--- config.mk ---
export PLATFORM = sky130hd
export DESIGN_NAME = kf8259_in_service_control
export DESIGN_NICKNAME = d
export VERILOG_FILES = /design/src/rtl/kf8259_common_package.sv /design/src/rtl/kf8259_in_service_control.sv
export SDC_FILE = /design/constraint.sdc
export NUM_CORES = 1
export LEC_CHECK = 0
export CORE_ASPECT_RATIO = 0.9
export CORE_MARGIN = 8
export CORE_UTILIZATION = 38
export CTS_BUF_LIST = sky130_fd_sc_hd__clkbuf_4 sky130_fd_sc_hd__clkbuf_8
export DETAILED_ROUTE_END_ITERATION = 6
export DONT_BUFFER_PORTS = 1
export GPL_TIMING_DRIVEN = 0
export HOLD_SLACK_MARGIN = 0.06
export PLACE_DENSITY = 0.61
export SLEW_MARGIN = 30
export SYNTH_ARGS = -nofsm -noshare
export SYNTH_HDL_FRONTEND = slang
export SYNTH_SLANG_ARGS = --single-unit
--- constraint.sdc ---
create_clock -name clock -period 4.1 [get_ports clock]
set_input_delay 0.41 -clock clock [delete_from_list [all_inputs] [get_ports clock]]
set_output_delay 0.41 -clock clock [all_outputs]
set_load 0.05 [all_outputs]
--- src/rtl/kf8259_common_package.sv ---
// kf8259_common_package: OCW2 command codes and bit helpers shared by the resolver and in-service control
package kf8259_common_package;
  localparam logic [2:0] OCW2_AEOI_ROT_CLR = 3'b000;
  localparam logic [2:0] OCW2_NS_EOI       = 3'b001;
  localparam logic [2:0] OCW2_NOP          = 3'b010;
  localparam logic [2:0] OCW2_SP_EOI       = 3'b011;
  localparam logic [2:0] OCW2_AEOI_ROT_SET = 3'b100;
  localparam logic [2:0] OCW2_ROT_NS_EOI   = 3'b101;
  localparam logic [2:0] OCW2_SET_PRIORITY = 3'b110;
  localparam logic [2:0] OCW2_ROT_SP_EOI   = 3'b111;

  typedef enum logic {IDLE, ACK_PENDING} isc_state_t;

  function automatic logic [7:0] rotate_right(input logic [7:0] s, input logic [2:0] r);
    logic [15:0] d;
    d = {s, s} >> r;
    return d[7:0];
  endfunction

  function automatic logic [7:0] rotate_left(input logic [7:0] s, input logic [2:0] r);
    logic [15:0] d;
    d = {s, s} << r;
    return d[15:8];
  endfunction

  function automatic logic [7:0] resolve_priority(input logic [7:0] s);
    return s & (~s + 8'd1);
  endfunction

  function automatic logic [7:0] num2bit(input logic [2:0] n);
    return 8'd1 << n;
  endfunction

  function automatic logic [2:0] bit2num(input logic [7:0] s);
    logic [2:0] n;
    n = 3'd0;
    for (int i = 0; i < 8; i++) if (s[i]) n = 3'(i);
    return n;
  endfunction
endpackage

--- src/rtl/kf8259_in_service_control.sv ---
// kf8259_in_service_control: ISR, EOI/OCW2 decode, auto-EOI and priority rotation for the KF8259
module kf8259_in_service_control
  import kf8259_common_package::*;
(
  input  logic       clock,
  input  logic       reset,
  input  logic [7:0] interrupt,
  input  logic       ack_first,
  input  logic       ack_last,
  input  logic       auto_eoi_config,
  input  logic       icw1_write,
  input  logic       ocw2_write,
  input  logic [7:0] ocw2_data,
  output logic [7:0] in_service_register,
  output logic [7:0] highest_level_in_service,
  output logic [2:0] priority_rotate,
  output logic [7:0] interrupt_to_clear,
  output logic [2:0] acked_level,
  output logic       spurious
);
  isc_state_t state;
  logic       rotate_in_aeoi;
  logic [2:0] amt, cmd, lvl, rotate_next;
  logic [7:0] set_mask, ocw_clear, aeoi_clear;
  logic       ack_start, ack_end, aeoi_done, ocw_rot;
  logic       unused_ocw2;

  assign unused_ocw2 = ^ocw2_data[4:3];
  assign amt = priority_rotate + 3'd1;
  assign highest_level_in_service =
    rotate_left(resolve_priority(rotate_right(in_service_register, amt)), amt);
  assign cmd = ocw2_data[7:5];
  assign lvl = ocw2_data[2:0];

  always_comb begin
    ack_start  = state == IDLE && ack_first;
    ack_end    = state == ACK_PENDING && ack_last;
    aeoi_done  = ack_end && auto_eoi_config && !spurious;
    set_mask   = ack_start ? interrupt : 8'd0;
    aeoi_clear = aeoi_done ? num2bit(acked_level) : 8'd0;
    ocw_clear  = !ocw2_write ? 8'd0 :
                 (cmd == OCW2_NS_EOI || cmd == OCW2_ROT_NS_EOI) ? highest_level_in_service :
                 (cmd == OCW2_SP_EOI || cmd == OCW2_ROT_SP_EOI) ? num2bit(lvl) : 8'd0;
    // Non-specific rotate only happens when there was something in service to retire
    ocw_rot    = ocw2_write && ((cmd == OCW2_ROT_NS_EOI && highest_level_in_service != 8'd0) ||
                 cmd == OCW2_ROT_SP_EOI || cmd == OCW2_SET_PRIORITY);
    rotate_next = ocw_rot ? (cmd == OCW2_ROT_NS_EOI ? bit2num(highest_level_in_service) : lvl) :
                  (aeoi_done && rotate_in_aeoi) ? acked_level : priority_rotate;
  end

  always_ff @(posedge clock, posedge reset) begin
    if (reset) begin
      state               <= IDLE;
      in_service_register <= 8'd0;
      priority_rotate     <= 3'b111;
      rotate_in_aeoi      <= 1'b0;
      interrupt_to_clear  <= 8'd0;
      acked_level         <= 3'd0;
      spurious            <= 1'b0;
    end else if (icw1_write) begin
      state               <= IDLE;
      in_service_register <= 8'd0;
      priority_rotate     <= 3'b111;
      rotate_in_aeoi      <= 1'b0;
      interrupt_to_clear  <= 8'd0;
      acked_level         <= 3'd0;
      spurious            <= 1'b0;
    end else begin
      in_service_register <= (in_service_register & ~(ocw_clear | aeoi_clear)) | set_mask;
      priority_rotate     <= rotate_next;
      interrupt_to_clear  <= set_mask;
      if (ocw2_write && cmd == OCW2_AEOI_ROT_SET) rotate_in_aeoi <= 1'b1;
      if (ocw2_write && cmd == OCW2_AEOI_ROT_CLR) rotate_in_aeoi <= 1'b0;
      if (ack_start) begin
        state       <= ACK_PENDING;
        acked_level <= interrupt != 8'd0 ? bit2num(interrupt) : 3'd7;
        spurious    <= interrupt == 8'd0;
      end else if (ack_end) begin
        state    <= IDLE;
        spurious <= 1'b0;
      end
    end
  end
endmodule

==> results.txt, run 1 <==
After clock tree synthesis, the clock-pin slew on the worst setup and hold paths is 0.09 ns. TritonCTS built the clock tree. In this run the worst hold path is classified as in2async. The number of clock sinks came out at 25. The total track usage is 16.79%. Summed over all nets, the half-perimeter wirelength after detailed placement is 6084 um. The number of vias per cell is 6.233. The clock period minus final worst setup slack is 3.905 ns. The worst register-to-register path begins at priority_rotate[0]. The number of synthesized flops with an enable pin came out at 0. Each instance of the synthesized netlist takes up on average 8.086 um^2.

The number of remaining DRC errors came out at 0. The total of hold buffers inserted after clock tree synthesis is 0. The initial core utilization came out at 38.55%.

STA classifies the critical path startpoint as a flop. The number of DRC violations after detailed-routing iteration 0 is 226. The worst hold margin is 0.04472 ns. After detailed routing, the total wire length is 7914 um. The reported max-cap violation count is 0. The first-pass GRT wire length is 12700 um. The worst slew margin relative to its limit came out at 53.75%. The number of ports placed on the die boundary came out at 54. In the synthesized netlist the dominant register cell turns out to be sky130_fd_sc_hd__dfrtp_1.

The first element of the critical path is priority_rotate[0]. The upper clock frequency limit came out at 256.1 MHz. The standard-cell row count is 28. The total global routing overflow is 0.

The total number of vias is 2518. In the final routed layout, each cell accounts on average for 19.59 um. STA puts the critical path data arrival time at 3.49 ns. The fraction of synthesis flops using an asynchronous set or reset pin is 100.0%. From bottom edge to top edge, the die measures 92.93 um. Of the available clock period, the critical path in the final layout requires 95.24%.

The largest buffer count on any clock path came out at 2. The power density normalized to cell area came out at 560.5 nW/um^2. The fraction of final layout cells sized beyond drive strength 1 came out at 18.47%. The final count of pins violating max slew is 0. The start-to-end type of the worst setup path is reg2out. The total power of the final layout came out at 1.523 mW.

The largest fanout on the critical path came out at 10. The first-pass iteration count of the detailed router came out at 4. The die area came out at 9430 um^2. The count of cell types in the netlist came out at 66. The number of synthesis warnings is 0. The count of final setup violators is 0. CTS built an H-tree with a depth of 1. The worst path required time is 3.69 ns. Relative to the synthesized area, the layout overhead comes to 8.763%. Setup repair after global routing left no endpoint under its margin.

The worst voltage drop across the vdd grid came out at 349.1 uV. The pin count of the biggest net entering global routing is 26. The cell area after synthesis is 2499 um^2. At the end of the flow, the number of nets in the layout was 339.

The post-route setup TNS is 0 ns. Between clock sinks in the finished design, the worst skew comes to 0.003829 ns. The number of antenna violations at the first check in global routing is 0. The flow ran to the end, and the final reports show no timing, DRC or antenna violations.

The portion of the post-synthesis area used by sequential elements came out at 25.19%. The final-report hold violation count came to 0. The count of mapped cells out of synthesis came out at 309. The insertion delay to the later sink of the worst-skew pair came out at 0.27 ns. In this run, synthesis produced a sequential element count of 25. The number of global-route vias before repair came out at 2352. The worst setup path is captured at an output port. In this run the remaining antenna-violating nets after routing total 0.

The horizontal die dimension is 101.5 um. At the end of routability-driven placement, the weighted congestion stood at 0.8568. The clock root buffer is sky130_fd_sc_hd__clkbuf_8. The number of clock buffers inserted by TritonCTS came out at 3. The count of buffers inserted at the top-level ports is 0. The number of diodes added for antenna fixing came out at 0. The net count after synthesis came out at 333. For the pin with the worst max-slew slack, the measured transition is 0.6937 ns.

The leakage power of the design is 1.059 nW. The core region is 6481 um^2.
-- Yosys cell counts (2+ instances only) --
master	instances	share of area (%)
sky130_fd_sc_hd__nor2_1	39	5.9
sky130_fd_sc_hd__nand2_1	25	3.8
sky130_fd_sc_hd__dfrtp_1	22	22
sky130_fd_sc_hd__a21oi_1	18	3.6
sky130_fd_sc_hd__nand3_1	13	2.6
sky130_fd_sc_hd__nand2b_1	12	3.0
sky130_fd_sc_hd__clkbuf_1	11	1.7
sky130_fd_sc_hd__inv_1	11	1.7
sky130_fd_sc_hd__buf_2	10	2.0
sky130_fd_sc_hd__mux2i_1	10	4.0
sky130_fd_sc_hd__nor3_1	10	2.0
sky130_fd_sc_hd__mux2_2	9	4.1
sky130_fd_sc_hd__o21ai_0	9	1.8
sky130_fd_sc_hd__and3_1	7	1.8
sky130_fd_sc_hd__nand4_1	6	1.5
sky130_fd_sc_hd__o211ai_1	6	1.8
sky130_fd_sc_hd__a31oi_1	5	1.3
sky130_fd_sc_hd__a211oi_1	4	1.2
sky130_fd_sc_hd__nand3b_1	4	1.2
sky130_fd_sc_hd__o21bai_1	4	1.2
sky130_fd_sc_hd__o32a_1	4	1.6
sky130_fd_sc_hd__a21o_1	3	0.90
sky130_fd_sc_hd__dfstp_2	3	3.2
sky130_fd_sc_hd__mux4_2	3	2.7
sky130_fd_sc_hd__nor2b_1	3	0.75
sky130_fd_sc_hd__nor4b_1	3	1.1
sky130_fd_sc_hd__o221ai_1	3	1.1
sky130_fd_sc_hd__o311ai_0	3	1.1
sky130_fd_sc_hd__or3_1	3	0.75
sky130_fd_sc_hd__a2111oi_1	2	0.80
sky130_fd_sc_hd__a2111oi_2	2	1.2
sky130_fd_sc_hd__a31oi_2	2	1.0
sky130_fd_sc_hd__a41o_1	2	0.80
sky130_fd_sc_hd__and3b_1	2	0.70
sky130_fd_sc_hd__buf_1	2	0.30
sky130_fd_sc_hd__nand4b_1	2	0.70
sky130_fd_sc_hd__o2111ai_1	2	0.70
sky130_fd_sc_hd__o31ai_2	2	1.0
-- flip-flops by register name, indices dropped and copies added (netlist names) --
register             flops
priority_rotate          3
acked_level              3
state                    1
spurious                 1
interrupt_to_clear       8
rotate_in_aeoi           1
in_service_register      8
-- routing by layer --
metal	track usage [%]	part of all wire, %	vias up
li1	-	-	1179
met1	22.65	45	1211
met2	26.01	46	116
met3	4.573	8.3	12
met4	3.594	1.2	0
met5	0	0	-
-- logic make-up after synthesis --
logic type | after synthesis | synth area share [%]
simple gates | 136 | 28.59
mux | 22 | 10.77
compound gates | 86 | 27.44
buf+inv | 37 | 6.510
xor+xnor | 2 | 1.002
flops | 25 | 25.19
fa+ha+maj | 1 | 0.5007
-- what timing repair did --
item / CTS / global route
pin swaps: 0 / 1
gates cloned: 0 / 0
endpoints found under the setup margin: 4 / 12
setup buffers: 0 / 1
gates resized for setup: 3 / 15
-- final timing paths --
path,depth (start not counted),end,slack [ns]
max,9,highest_level_in_service[2],0.20
min,1,interrupt_to_clear[0],0.04
max reg2reg,9,priority_rotate[2],0.26
min reg2reg,2,rotate_in_aeoi,0.58
max in group asynchronous,1,priority_rotate[0],3.69
min in group clock,1,interrupt_to_clear[1],0.22
-- layout make-up --
| class | instances | area [um^2] |
|---|---|---|
| tap | 90 | 112.6 |
| clock inverter | 1 | 7.507 |
| clock buffer | 3 | 41.29 |
| multi-input combinational | 247 | 1754 |
| fill | 662 | 3764 |
| timing repair buffer | 1 | 7.507 |
| buffer | 25 | 120.1 |
| sequential | 25 | 629.4 |
| inverter | 12 | 45.04 |
-- power by group --
group	internal (mW)	leakage, nW	total (mW)	switching (mW)
clock network	0.0689	0.0217	0.147	0.0776
registers	0.266	0.326	0.348	0.0815
logic	0.335	0.712	1.03	0.695
total	0.670	1.06	1.52	0.854
-- placed cells by master, fill, tap and decap left out, types with 3 or more instances in the layout --
cell,n
sky130_fd_sc_hd__nand2_1,25
sky130_fd_sc_hd__o21bai_1,4
sky130_fd_sc_hd__dfstp_2,3
sky130_fd_sc_hd__inv_2,5
sky130_fd_sc_hd__nor2b_1,3
sky130_fd_sc_hd__buf_2,10
sky130_fd_sc_hd__and3_1,7
sky130_fd_sc_hd__or3_1,3
sky130_fd_sc_hd__a31oi_1,5
sky130_fd_sc_hd__o221ai_1,3
sky130_fd_sc_hd__nor3_1,10
sky130_fd_sc_hd__a21oi_1,18
sky130_fd_sc_hd__clkbuf_8,3
sky130_fd_sc_hd__o211ai_1,6
sky130_fd_sc_hd__nand3b_1,4
sky130_fd_sc_hd__mux2_2,8
sky130_fd_sc_hd__o21ai_0,8
sky130_fd_sc_hd__clkbuf_1,10
sky130_fd_sc_hd__mux2i_1,8
sky130_fd_sc_hd__nor4b_1,3
sky130_fd_sc_hd__nand3_1,13
sky130_fd_sc_hd__a211oi_1,4
sky130_fd_sc_hd__inv_1,7
sky130_fd_sc_hd__nor2_1,37
sky130_fd_sc_hd__nand2b_1,12
sky130_fd_sc_hd__nand4_1,6
sky130_fd_sc_hd__mux4_2,3
sky130_fd_sc_hd__o311ai_0,3
sky130_fd_sc_hd__dfrtp_1,22
sky130_fd_sc_hd__o32a_1,4
-- worst max-delay path, stage by stage (launching register included) --
cell,delay (ns)
sky130_fd_sc_hd__dfstp_2,0.73
sky130_fd_sc_hd__ha_1,0.38
sky130_fd_sc_hd__buf_6,0.19
sky130_fd_sc_hd__mux2i_2,0.20
sky130_fd_sc_hd__mux2_2,0.31
sky130_fd_sc_hd__a32o_1,0.27
sky130_fd_sc_hd__and3b_1,0.19
sky130_fd_sc_hd__a311o_1,0.38
sky130_fd_sc_hd__a31oi_2,0.36
sky130_fd_sc_hd__inv_2,0.20
-- metrics by stage --
step | worst slack, ns | area (um^2) | cells | util, %
3_5_place_dp | 0.08944 | 2611 | 399 | 40.29
3_3_place_gp | 0.09429 | 2611 | 399 | 40.29
5_1_grt | 0.003274 | 2718 | 404 | 41.93
2_1_floorplan | 0.5279 | 2499 | 309 | -
6_report | 0.1950 | 2718 | 404 | 41.93
4_1_cts | 0.03041 | 2665 | 403 | 41.12
No activity file was read; power rests on OpenSTA's default activity.
==> run 2, diff against run 1 <==
Settings changed: CORE_UTILIZATION 38 to 34, CTS_CLUSTER_DIAMETER from default to 100, PLACE_DENSITY 0.61 to 0.57.
==> run 2 against run 1 <==
Setup slack lost 0.030 ns. Hold slack gained 0.0048 ns. Final area shrank 1.1%. Non-clock buffer count decreased by 1. Die area grew 9.8%. Global-route usage down 1.2 points. Sequential power about the same. Wire length grew 4.1%. Critical path type is now reg2reg.
==> results.txt, run 2 (synthesis results as in run 1) <==
The run finished with clean final reports. The first-pass GRT wire length was 13370 um (+5.3%). The share of the clock period used by the worst path came out at 95.97% (+0.73 points).

The kind of start point of the critical path is a flop. The longest individual stage delay on the worst path came to 0.73 ns (about the same). The number of ports placed on the die boundary is 54 (unchanged).

The tree is rooted in a sky130_fd_sc_hd__clkbuf_8. The part of the total power dissipated in sequential elements came to 23.0% (+0.2 points). The total track usage is 15.61% (-1.2 points). The worst path required time was 4.29 ns (+0.60 ns). The total global routing overflow came out at 0 (unchanged). The switching share of power is 56.69% (+0.65 points). The first-pass iteration count of the detailed router came out at 5 (+1). The count of final setup violators came out at 0 (unchanged). The number of fill cells in the layout came out at 756 (+14%). The number of nets with antenna violations after routing came to 0 (unchanged).

The count of buffers inserted at the top-level ports came out at 0 (unchanged). The H-tree level count came to 1 (unchanged). The number of nets in the layout came to 338 (-0.29%).

The number of diodes added for antenna fixing is 0 (unchanged). The worst endpoint data arrival time came out at 4.13 ns (+0.64 ns). The critical path goes through ha_1 -> xor2_2 -> mux4_2 -> nand3b_2 -> o31ai_2 -> mux2_2 -> and3b_1 -> a31oi_4 -> mux2i_1. The number of DRC violations after detailed-routing iteration 0 is 254 (+12%). The actual slew at the worst max-slew pin came out at 0.6912 ns (-0.002588 ns). The final-report hold violation count came to 0 (unchanged). The final count of pins violating max slew was 0 (unchanged). The reported max-cap violation count is 0 (unchanged). The HPWL reported at the end of detailed placement is 6306 um (+3.7%). TritonCTS built the clock tree. In the final layout, the registers with the most flip-flops are in_service_register (8), interrupt_to_clear (8). The combinational share of power is 67.3% (-0.3 points). On the critical path, the stage with the largest delay is an instance of sky130_fd_sc_hd__dfstp_2. The placer's final routability congestion estimate is 0.9511 (+11%).

The initial core utilization is 35.31% (-3.2 points). Leaving out fill and tap cells, the most frequent cell in the layout is sky130_fd_sc_hd__nor2_1. The internal reg-to-reg setup slack came out at 0.17 ns (-0.09 ns). The worst hold path belongs to the class in2async. The area inside the core boundary came out at 7076 um^2 (+9.2%).

The detailed-route wire length per cell is 20.29 um (+3.6%). The worst voltage drop across the vdd grid is 391.2 uV (+12%). The largest fanout on the critical path is 8 (-2). The area growth from synthesis to layout is 7.561%.

The clock-pin transition on the worst setup and hold timing paths came to 0.09 ns (about the same). The type of element capturing the critical path is a flop. The pre-CTS setup slack is 0.09452 ns (+0.005088 ns). The cell-internal power is 0.6539 mW (-2.3%).

The worst hold margin came out at 0.04956 ns (+0.004835 ns). The net switching component of the power is 0.8560 mW (+0.27%). The worst slew margin relative to its limit is 53.92% (+0.17 points). The clock period minus final worst setup slack is 3.935 ns (+0.02986 ns). The number of clock sinks is 25 (unchanged). The total number of vias came to 2451 (-2.7%). The upper clock frequency limit came out at 254.1 MHz (-0.76%). Setup repair after global routing could not meet its margin everywhere. The number of remaining DRC errors is 0 (unchanged). The insertion delay to the later sink of the worst-skew pair came out at 0.27 ns (about the same). The number of global-route vias before repair came out at 2276 (-3.2%). The horizontal die dimension is 106.4 um (+4.8%). The leakage power of the design was 1.046 nW (-1.2%). The die area is 10350 um^2 (+9.8%). The total power of the final layout is 1.510 mW (-0.88%). The number of vias per cell came out at 6.037 (-3.1%). The filler-free cell count of the finished design came out at 406 (+0.50%). The critical path in this run is classified as reg2reg. The top cell types in the final layout, fill and taps aside, are sky130_fd_sc_hd__nor2_1, sky130_fd_sc_hd__nand2_1, sky130_fd_sc_hd__dfrtp_1. The power share of the clock group is 9.7% (about the same). The number of clock buffers inserted by TritonCTS came out at 3 (unchanged). The standard-cell row count came out at 29 (+3.6%).

The power density normalized to cell area is 561.8 nW/um^2 (+0.23%). The number of antenna violations at the first check in global routing is 0 (unchanged). The wire length reported by the detailed router is 8239 um (+4.1%).

The total instance count after detailed placement was 402 (+0.75%). The post-layout worst setup margin is 0.1652 ns (-0.02986 ns). The fraction of final layout cells sized beyond drive strength 1 came out at 17.57% (-0.90 points). The post-route setup TNS came out at 0 ns (unchanged). The pin count of the biggest net entering global routing is 26 (unchanged). The number of buffers inserted by post-CTS setup repair is 0 (unchanged). The die height is 97.33 um (+4.7%). The largest buffer count on any clock path came to 2 (unchanged).

The largest clock skew in the final design came to 0.003665 ns (-0.0001640 ns).
==> run 2: layout make-up <==
cell class	instances	area (um^2)	share of cell area [%]
buffer	25	120.1	4.469
tap	93	116.4	4.330
multi-input combinational	247	1728	64.29
clock inverter	1	7.507	0.2793
clock buffer	3	41.29	1.536
inverter	12	45.04	1.676
sequential	25	629.4	23.42
==> run 2: per-stage QoR <==
stage          utilization, %  cell area (um^2)
2_1_floorplan               -              2499
3_3_place_gp            36.96              2615
3_5_place_dp            36.96              2615
4_1_cts                 37.72              2669
5_1_grt                 37.98              2688
6_report                37.98              2688
==> run 2: path summary, 6_finish.rpt <==
path                                         end          startpoint  depth (start not counted)
max                           priority_rotate[1]  priority_rotate[1]                          9
min                        interrupt_to_clear[3]               reset                          1
max reg2reg                   priority_rotate[1]  priority_rotate[1]                          9
min reg2reg                       rotate_in_aeoi      rotate_in_aeoi                          2
max in group asynchronous     priority_rotate[0]               reset                          1
min in group clock         interrupt_to_clear[1]          icw1_write                          1
==> run 2: worst max-delay path, delay by kind of cell (launching register included) <==
family	cells	cell delay [ns]
xor+xnor	1	0.39
fa+ha+maj	1	0.29
flops	1	0.73
simple gates	2	0.53
mux	3	1.32
compound gates	2	0.58
==> run 2: routing by layer <==
layer | track usage (%) | vias to the layer above | part of all wire [%]
met2 | 23.22 | 104 | 44
met5 | 0 | - | 0
li1 | - | 1175 | -
met3 | 2.984 | 7 | 7.8
met4 | 3.351 | 0 | 1.1
met1 | 22.52 | 1165 | 47
==> run 2: repair_timing <==
item	4_1_cts	5_1_grt
gates cloned	0	0
hold buffers	0	0
pin swaps	0	1
resized for setup	4	10
endpoints found under the setup margin	4	11
==> run 2: power by group through the flow <==
stage,Clock (mW),Sequential [mW],Combinational (mW)
floorplan,0,0.343,0.796
global placement,0,0.352,0.968
detailed placement,0,0.353,0.969
CTS,0.154,0.348,0.983
global route,0.160,0.351,1.09
finish,0.147,0.347,1.02
==> run 3, diff against run 2 <==
Settings changed: PLACE_DENSITY 0.57 to 0.53.
==> run 3 against run 2 <==
Final cell count increased by 0.25%. Hold slack improved by 0.0024 ns. Utilization increased by 0.37 points. Count of clock-buffer cells in the layout unchanged. Wire length increased by 0.74%. Sequential share of layout area decreased by 0.23 points. Clock power about the same. Register-to-register slack got worse by 0.03 ns. Die area unchanged. Via count increased by 1.4%. Critical path depth unchanged. Sequential power about the same. Critical endpoint is now highest_level_in_service[2]. Largest cell class unchanged.
==> results.txt, run 3 (synthesis results as in run 1) <==
Setup repair after global routing could not meet its margin everywhere. The number of global-route vias before repair is 2415 (+6.1%). The power density normalized to cell area is 562.3 nW/um^2 (about the same). The number of nets in the layout is 339 (+0.30%). The first-pass iteration count of the detailed router is 5 (unchanged). The number of ports placed on the die boundary came to 54 (unchanged).

The clock period minus final worst setup slack is 4.035 ns (+0.09971 ns). The number of nets with antenna violations after routing was 0 (unchanged). The total track usage came out at 15.77% (+0.16 points). The placer's final routability congestion estimate was 0.9124 (-4.1%). The detailed-route wire length per cell is 20.39 um (+0.49%). The kind of start point of the critical path is a flop. The TritonCTS clock tree is done. The worst path required time came out at 3.69 ns (-0.60 ns). The count of cells along the worst register-to-register path is 9 (unchanged). The post-layout utilization of the core came out at 38.36% (+0.37 points).

The leakage power of the design is 1.066 nW (+1.9%). The filler-free cell count of the finished design is 407 (+0.25%). The final count of pins violating max slew is 0 (unchanged). The number of clock sinks was 25 (unchanged). The final-report hold violation count came out at 0 (unchanged). The top cell types in the final layout, fill and taps aside, are sky130_fd_sc_hd__nor2_1, sky130_fd_sc_hd__nand2_1, sky130_fd_sc_hd__dfrtp_1.

From synthesis to final layout, the design area changed by 8.613%. The number of diodes added for antenna fixing came out at 0 (unchanged). The run finished with clean final reports. The HPWL reported at the end of detailed placement came out at 6288 um (-0.28%). The wire length reported by the detailed router came out at 8300 um (+0.74%).

The H-tree level count came out at 1 (unchanged). The count of final setup violators came out at 0 (unchanged). The largest fanout on the critical path was 10 (+2).

The standard-cell row count came out at 29 (unchanged). The share of the clock period used by the worst path came out at 98.40% (+2.4 points). The horizontal die dimension is 106.4 um (unchanged).

The first-pass GRT wire length came out at 13480 um (+0.82%). The start-to-end type of the worst setup path is reg2out. The largest buffer count on any clock path is 2 (unchanged). In the final layout, the registers with the most flip-flops are in_service_register (8), interrupt_to_clear (8).

The initial core utilization is 35.31% (unchanged). The number of antenna violations at the first check in global routing came out at 0 (unchanged). The number of DRC violations after detailed-routing iteration 0 is 210 (-17%). The die height is 97.33 um (unchanged). In this run the worst hold path is classified as in2async. The worst voltage drop across the vdd grid is 325.9 uV (-17%). The fraction of final layout cells sized beyond drive strength 1 came to 18.47% (+0.90 points). The total number of vias was 2485 (+1.4%). The count of buffers inserted at the top-level ports is 0 (unchanged). The worst endpoint data arrival time came out at 3.62 ns (-0.51 ns). The number of vias per cell is 6.106 (+1.1%). The number of clock buffers inserted by TritonCTS is 3 (unchanged). The worst setup path is captured at an output port.

The die area came out at 10350 um^2 (unchanged). The worst slew margin relative to its limit is 53.21% (-0.71 points). The number of remaining DRC errors is 0 (unchanged). The total global routing overflow came to 0 (unchanged). The actual slew at the worst max-slew pin is 0.7018 ns (+0.01063 ns).

The insertion delay to the later sink of the worst-skew pair is 0.27 ns (about the same). The pin count of the biggest net entering global routing was 26 (unchanged). The total instance count after detailed placement was 402 (unchanged). The clock-pin transition on the worst setup and hold timing paths came out at 0.09 ns (about the same).

The reported max-cap violation count came out at 0 (unchanged). The largest clock skew in the final design came out at 0.004657 ns (+0.0009916 ns). The upper clock frequency limit is 247.9 MHz (-2.5%). The clock root buffer is sky130_fd_sc_hd__clkbuf_8. The library cell used most frequently in the layout, excluding fill and tap cells, is sky130_fd_sc_hd__nor2_1.

The area inside the core boundary is 7076 um^2 (unchanged).
-- run 3: final timing paths --
kind / startpoint / end / slack [ns]
worst min register to register: rotate_in_aeoi / rotate_in_aeoi / 0.59
worst max-delay path: priority_rotate[1] / highest_level_in_service[2] / 0.07
worst max register to register: priority_rotate[1] / priority_rotate[2] / 0.14
max in group asynchronous: reset / priority_rotate[0] / 3.68
worst min-delay path: reset / interrupt_to_clear[6] / 0.05
min in group clock: icw1_write / interrupt_to_clear[1] / 0.24
-- run 3: worst max-delay path: stages (launching register included) --
cell                      delay (ns)
sky130_fd_sc_hd__dfstp_2        0.73
sky130_fd_sc_hd__ha_1           0.36
sky130_fd_sc_hd__buf_6          0.19
sky130_fd_sc_hd__mux2i_2        0.21
sky130_fd_sc_hd__mux2_2         0.31
sky130_fd_sc_hd__a32o_1         0.27
sky130_fd_sc_hd__and3b_1        0.20
sky130_fd_sc_hd__a311o_1        0.39
sky130_fd_sc_hd__a31oi_2        0.37
sky130_fd_sc_hd__inv_1          0.31
-- run 3: cell type report --
| cell class | count | area (um^2) |
|---|---|---|
| well taps | 93 | 116.4 |
| clock inverters | 1 | 7.507 |
| plain buffers | 25 | 121.4 |
| flip-flops and latches | 25 | 629.4 |
| clock buffers | 3 | 41.29 |
| repair buffers | 1 | 7.507 |
| fillers | 743 | 4362 |
| inverters | 12 | 45.04 |
| multi-input cells | 247 | 1745 |
-- run 3: timing repair --
item                                   in CTS  in global routing
pin swaps                                   0                  1
hold buffers                                0                  0
gates resized for setup                     3                 14
setup endpoints to repair                   4                 11
buffers inserted                            0                  1
endpoints found under the hold margin       0                  0
-- run 3: report_power, final --
group / switching [mW] / total (mW) / internal [mW]
combinational: 0.699 / 1.03 / 0.331
clock: 0.0798 / 0.149 / 0.0689
sequential: 0.0811 / 0.347 / 0.266
total: 0.860 / 1.53 / 0.666
-- run 3: stage by stage --
step           worst slack (ns)  hold WS (ns)  power (mW)  TNS (ns)  cell area, um^2
3_5_place_dp             0.1185        0.5291       1.319         0             2615
2_1_floorplan            0.5279        0.4351       1.138         0             2499
3_3_place_gp             0.1394        0.5298       1.321         0             2615
5_1_grt                -0.06294       0.09123       1.622   -0.1413             2714
6_report                0.06545       0.05200       1.526         0             2714
4_1_cts                0.009041        0.2382       1.480         0             2669
-- run 3: per-layer routing --
layer  part of all wire [%]  routed length [um]  track usage, %
met1                     48                3959           23.40
met2                     45                3744           23.41
met3                    6.9                 576           2.918
met4                   0.23                  19           1.838
met5                      0                   0               0
